==> src/rtl/rob_queue.sv <==
// Reorder buffer: in-order issue into a circular queue, out-of-order completion
// via the CDB, in-order commit with branch-mispredict flush and redirect.
module rob_queue #(
  parameter int unsigned ROB_WIDTH_BIT = 3
) (
  input  logic                     clk_in,
  input  logic                     rst_n_in,
  input  logic                     rdy_in,
  input  logic                     issue_valid,
  input  logic [4:0]               issue_rd,
  input  logic                     issue_is_br,
  input  logic                     issue_pred_taken,
  input  logic [31:0]              issue_alt_pc,
  output logic                     full,
  output logic [ROB_WIDTH_BIT-1:0] issue_rob_id,
  output logic [4:0]               new_reg_id,
  output logic [ROB_WIDTH_BIT-1:0] new_ROB_id,
  input  logic                     cdb_valid,
  input  logic [ROB_WIDTH_BIT-1:0] cdb_rob_id,
  input  logic [31:0]              cdb_val,
  input  logic                     cdb_taken,
  input  logic [ROB_WIDTH_BIT-1:0] rs1_id,
  input  logic [ROB_WIDTH_BIT-1:0] rs2_id,
  output logic                     rs1_ready,
  output logic                     rs2_ready,
  output logic [31:0]              rs1_val,
  output logic [31:0]              rs2_val,
  output logic [4:0]               write_reg_id,
  output logic [ROB_WIDTH_BIT-1:0] write_ROB_id,
  output logic [31:0]              write_val,
  output logic                     clear_flag,
  output logic [31:0]              redirect_pc
);

  localparam int unsigned IW    = ROB_WIDTH_BIT;
  localparam int unsigned CW    = ROB_WIDTH_BIT + 1;
  localparam int unsigned DEPTH = 1 << ROB_WIDTH_BIT;

  typedef struct packed {
    logic        busy;
    logic        ready;
    logic [4:0]  rd;
    logic [31:0] val;
    logic        is_br;
    logic        pred_taken;
    logic        taken;
    logic [31:0] alt_pc;
  } rob_entry_t;

  rob_entry_t      rob_q [DEPTH];
  logic [IW-1:0]   head_q;
  logic [IW-1:0]   tail_q;
  logic [CW-1:0]   count_q;
  logic            clear_q;
  logic [31:0]     redirect_q;

  rob_entry_t      head_e;
  logic            accept_issue;
  logic            commit_ok;
  logic            mispredict;
  logic            cdb_write;

  // Queue control decisions, all taken from pre-edge state
  assign head_e       = rob_q[head_q];
  assign full         = (count_q == CW'(DEPTH));
  assign accept_issue = issue_valid && !full && !clear_q && rdy_in;
  assign commit_ok    = rdy_in && !clear_q && head_e.busy && head_e.ready;
  assign mispredict   = commit_ok && head_e.is_br && (head_e.taken != head_e.pred_taken);
  assign cdb_write    = rdy_in && !clear_q && cdb_valid && rob_q[cdb_rob_id].busy;

  assign issue_rob_id = tail_q;
  assign new_reg_id   = accept_issue ? issue_rd : 5'd0;
  assign new_ROB_id   = accept_issue ? tail_q : '0;
  assign write_reg_id = commit_ok ? head_e.rd : 5'd0;
  assign write_ROB_id = commit_ok ? head_q : '0;
  assign write_val    = commit_ok ? head_e.val : 32'd0;
  assign clear_flag   = clear_q;
  assign redirect_pc  = redirect_q;

  // Operand lookup: a same-cycle CDB broadcast beats the stored entry
  always_comb begin
    rs1_ready = 1'b0;
    rs1_val   = 32'd0;
    rs2_ready = 1'b0;
    rs2_val   = 32'd0;
    if (cdb_valid && (cdb_rob_id == rs1_id)) begin
      rs1_ready = 1'b1;
      rs1_val   = cdb_val;
    end else if (rob_q[rs1_id].ready) begin
      rs1_ready = 1'b1;
      rs1_val   = rob_q[rs1_id].val;
    end
    if (cdb_valid && (cdb_rob_id == rs2_id)) begin
      rs2_ready = 1'b1;
      rs2_val   = cdb_val;
    end else if (rob_q[rs2_id].ready) begin
      rs2_ready = 1'b1;
      rs2_val   = rob_q[rs2_id].val;
    end
  end

  always_ff @(posedge clk_in) begin
    if (!rst_n_in) begin
      head_q     <= '0;
      tail_q     <= '0;
      count_q    <= '0;
      clear_q    <= 1'b0;
      redirect_q <= 32'd0;
      for (int unsigned i = 0; i < DEPTH; i++) begin
        rob_q[IW'(i)] <= '0;
      end
    end else if (rdy_in) begin
      clear_q    <= 1'b0;
      redirect_q <= 32'd0;
      if (mispredict) begin
        // Flush wins over any issue or completion in the same cycle
        for (int unsigned i = 0; i < DEPTH; i++) begin
          rob_q[IW'(i)].busy  <= 1'b0;
          rob_q[IW'(i)].ready <= 1'b0;
        end
        head_q     <= '0;
        tail_q     <= '0;
        count_q    <= '0;
        clear_q    <= 1'b1;
        redirect_q <= head_e.alt_pc;
      end else begin
        if (cdb_write) begin
          rob_q[cdb_rob_id].ready <= 1'b1;
          rob_q[cdb_rob_id].val   <= cdb_val;
          rob_q[cdb_rob_id].taken <= cdb_taken;
        end
        if (commit_ok) begin
          rob_q[head_q].busy  <= 1'b0;
          rob_q[head_q].ready <= 1'b0;
          head_q              <= head_q + IW'(1);
        end
        if (accept_issue) begin
          rob_q[tail_q] <= '{busy: 1'b1, ready: 1'b0, rd: issue_rd, val: 32'd0,
                             is_br: issue_is_br, pred_taken: issue_pred_taken,
                             taken: 1'b0, alt_pc: issue_alt_pc};
          tail_q        <= tail_q + IW'(1);
        end
        count_q <= count_q + CW'(accept_issue) - CW'(commit_ok);
      end
    end
  end

endmodule

==> config.mk <==
export PLATFORM = sky130hd
export DESIGN_NAME = rob_queue
export DESIGN_NICKNAME = d
export VERILOG_FILES = /design/src/rtl/rob_queue.sv
export SDC_FILE = /design/constraint.sdc
export NUM_CORES = 1
export LEC_CHECK = 0
export CORE_ASPECT_RATIO = 0.8
export CORE_MARGIN = 8
export CORE_UTILIZATION = 34
export CTS_BUF_LIST = sky130_fd_sc_hd__clkbuf_4
export DETAILED_ROUTE_END_ITERATION = 7
export GPL_TIMING_DRIVEN = 0
export HOLD_SLACK_MARGIN = 0.08
export SLEW_MARGIN = 30
export SYNTH_ARGS = -nofsm -noshare
export SYNTH_HDL_FRONTEND = slang
export SYNTH_SLANG_ARGS = --single-unit
==> constraint.sdc <==
create_clock -name clk_in -period 5.8 [get_ports clk_in]
set_input_delay 0.58 -clock clk_in [delete_from_list [all_inputs] [get_ports clk_in]]
set_output_delay 0.58 -clock clk_in [all_outputs]
set_load 0.01 [all_outputs]
==> out/metrics.cfg, run 1 <==
[status]
status = finished clean

[grt]
grt_pass1_wl_um = 173000
antenna_found_initial = 7
grt-ovfl-total = 0
grt_use_total_pct = 21.5
grt_max_degree = 35
grt_pass1_vias = 25961

[final_layout]
final_common_cell = nand2_1
fillers = 9261
layout_common_cells = nand2_1 (390), dfxtp_1 (326), and2_1 (320)
instances_no_fill = 4749
area_delta_synth_final_pct = 19.5
final_core_util_pct = 41.0
drive_above_1_share_pct = 21.2
finalNetCount = 3402

[sta]
timing.setup.tns_ns = 0
fin_ws_ns = 0.430
fin_crit_ns = 5.37
setup_violations = 0
rsz0062_at_grt = false
min_period_over_period_pct = 92.6
hold_violations = 0
worst_pin_slew_ns = 1.07
slew_violations = 0
fmax_ghz = 0.186
relSlewSlack_pct = 29.0
fin_skew_ns = 0.117

[clock_network]
cts-root-buf = clkbuf_4
clkTransAtPathRegs_ns = 0.08
cts_buffers = 174
clk_path_buf_depth = 3
clock_latency_ns = 1.08
cts_tree = done
h-tree-depth = 4
cts_sinks = 638
post-cts-setup-buffers = 0

[worst_setup_path]
r2r_slack_ns = 2.12
cpMaxStageDelayCell = clkdlybuf4s50_1
path_cells = buf_2 > mux4_2 > mux2i_1 > nand2_1 > clkbuf_2 > clkbuf_1 > nor2_1 > clkdlybuf4s50_1
cp.buffers_inverters = 4
critical_path_arrival_ns = 4.79
critPathMaxFanout = 10
end_kind = output pin
r2r_cells = 13
r2r_end = count_q[3]
slowest_delay_ns = 0.60
worst-setup-path-type = reg2out
crit_family = buffers and inverters
cp-start-kind = flop
critPathRequiredTime_ns = 5.22

[floorplan]
ios = 237
core_um2 = 96900
dieWidth_um = 365
dieArea_um2 = 108000
die_y_um = 296
fp-row-count = 102
initial_utilization_pct = 34.3

[hold_path]
min_from = issue_alt_pc[0]
min_to = rob_q[4][0]
hold_depth = 2
hp-class = in2reg

[logic_synthesis]
synth_top_area_share_pct = 28.2
synth_edf_count = 312
syn_area_per_cell_um2 = 11.5
ys_top_cells_by_area = edfxtp_1 (28%), dfxtp_1 (20%), mux4_2 (19%), and2_1 (6.0%), nand2_1 (4.4%)
synth_cells = 2891
synthDistinctLibCells = 46
async_reset_ff_share_pct = 0
synth_warnings = 0
synthFlopType = dfxtp_1
synth_top_cell_by_area = edfxtp_1
syn_area_um2 = 33200
syn_nets = 2985
synth_seq_cells = 638
ys_seq_area_share_pct = 47.8

[run]
drv_cap = 0

[route]
drtAntennaViolNets = 0
drc = 0
dr.pass1.iters = 6
vias_per_cell = 5.55
via_count = 26363
wirelength_um = 118000
dr.first_iter.drc_count = 3414
routedWlPerCell_um = 24.8

[pwr]
power.leakage_nw = 13.3
irDropWorstVdd_uv = 117
p_per_area_nw_per_um2 = 242

[placement]
portBuffers = 199
place.gp.congestion = 0.884
dp.cells = 4399
post-dp-hpwl_um = 82000
pre_cts_slack_ns = 0.891

## through the flow
step           area [um^2]  hold slack, ns  power [mW]
6_report             39700           0.341        9.60
5_1_grt              39700           0.289        9.96
4_1_cts              39700           0.226        9.66
3_5_place_dp         37100           0.443        5.54
3_3_place_gp         36800           0.435        5.52
2_1_floorplan        33200           0.440        5.25
## synthesized netlist by cell type, types with 2 or more instances
| library cell | instances |
|---|---|
| nand2_1 | 390 |
| nand2b_1 | 14 |
| and2_1 | 320 |
| inv_1 | 9 |
| edfxtp_1 | 312 |
| xnor2_1 | 7 |
| a31o_2 | 7 |
| buf_1 | 30 |
| and3_1 | 5 |
| buf_2 | 64 |
| a211oi_1 | 8 |
| nor2_1 | 47 |
| dfxtp_1 | 326 |
| mux2i_1 | 136 |
| o31ai_1 | 64 |
| a21oi_1 | 281 |
| buf_6 | 17 |
| clkbuf_1 | 163 |
| o21ai_0 | 32 |
| mux4_2 | 278 |
| nand3b_1 | 10 |
| buf_4 | 30 |
| nor3_1 | 2 |
| ha_1 | 7 |
| xor2_1 | 6 |
| nor3_2 | 3 |
| nor3b_1 | 2 |
| nor4_4 | 15 |
| or4_1 | 9 |
| nand3_1 | 276 |
| or3_1 | 2 |
| nor2b_1 | 4 |
| clkbuf_2 | 2 |
## worst max path at each step
stage	start	end	cells past startpoint
4_1_cts	flop	write_val[21]	8
3_3_place_gp	rdy_in	rob_q[0][21]	9
3_5_place_dp	rs1_id[0]	rs1_val[24]	10
6_report	flop	write_val[21]	8
5_1_grt	flop	write_val[21]	8
2_1_floorplan	flop	rob_q[6][0]	9
## state kept, by name (all words and copies together), names as in the netlist, named ones only
signal / cells
clear_flag: 1
head_q: 3
redirect_pc: 32
count_q: 4
issue_rob_id: 3
rob_q: 592
## power by group
| group | leakage [nW] | switching (mW) | internal (mW) | total (mW) |
|---|---|---|---|---|
| Clock | 1.31 | 2.05 | 2.08 | 4.13 |
| Sequential | 5.85 | 0.0298 | 4.81 | 4.84 |
| Combinational | 6.18 | 0.403 | 0.225 | 0.628 |
## per-layer routing
metal / track usage, % / wire length (um)
met1: 30.6 / 50400
met2: 31.2 / 51100
met3: 6.21 / 13000
met4: 7.54 / 3450
met5: 0 / 27
## cell families after synthesis
family / count (synthesis) / share of synthesized area [%]
fa+ha+maj: 8 / 0.324
mux: 415 / 23.0
compound gates: 397 / 6.67
xor+xnor: 13 / 0.343
buf+inv: 315 / 4.53
flops: 638 / 47.8
simple gates: 1105 / 17.3
## final cells by class
| class | count | area [um^2] | area share, % |
|---|---|---|---|
| Tap cell | 1300 | 1630 | 4.10 |
| Sequential cell | 638 | 15900 | 40.0 |
| Multi-Input combinational cell | 1938 | 15900 | 40.0 |
| Inverter | 9 | 33.8 | 0.0851 |
| Timing Repair Buffer | 241 | 2510 | 6.33 |
| Clock buffer | 256 | 1920 | 4.84 |
| Buffer | 306 | 1500 | 3.77 |
| Clock inverter | 53 | 304 | 0.766 |
| Antenna cell | 8 | 20.0 | 0.0504 |
## repair_timing
| action | CTS | global route |
|---|---|---|
| hold endpoints to repair | 264 | 0 |
| endpoints found under the setup margin | 0 | 1 |
| resized for setup | 0 | 3 |
| hold buffers | 33 | 0 |
(Power assumes the default switching activity.)
==> run 2, diff against run 1 <==
--- a/config.mk
+++ b/config.mk
@@ -5,13 +5,14 @@
 export SDC_FILE = /design/constraint.sdc
 export NUM_CORES = 1
 export LEC_CHECK = 0
+export CAP_MARGIN = 5
 export CORE_ASPECT_RATIO = 0.8
 export CORE_MARGIN = 8
 export CORE_UTILIZATION = 34
 export CTS_BUF_LIST = sky130_fd_sc_hd__clkbuf_4
 export DETAILED_ROUTE_END_ITERATION = 7
 export GPL_TIMING_DRIVEN = 0
-export HOLD_SLACK_MARGIN = 0.08
+export HOLD_SLACK_MARGIN = 0.03
 export SLEW_MARGIN = 30
 export SYNTH_ARGS = -nofsm -noshare
 export SYNTH_HDL_FRONTEND = slang
==> results of run 2 <==
Final layout, timing and power as in run 1 (identical DEF).
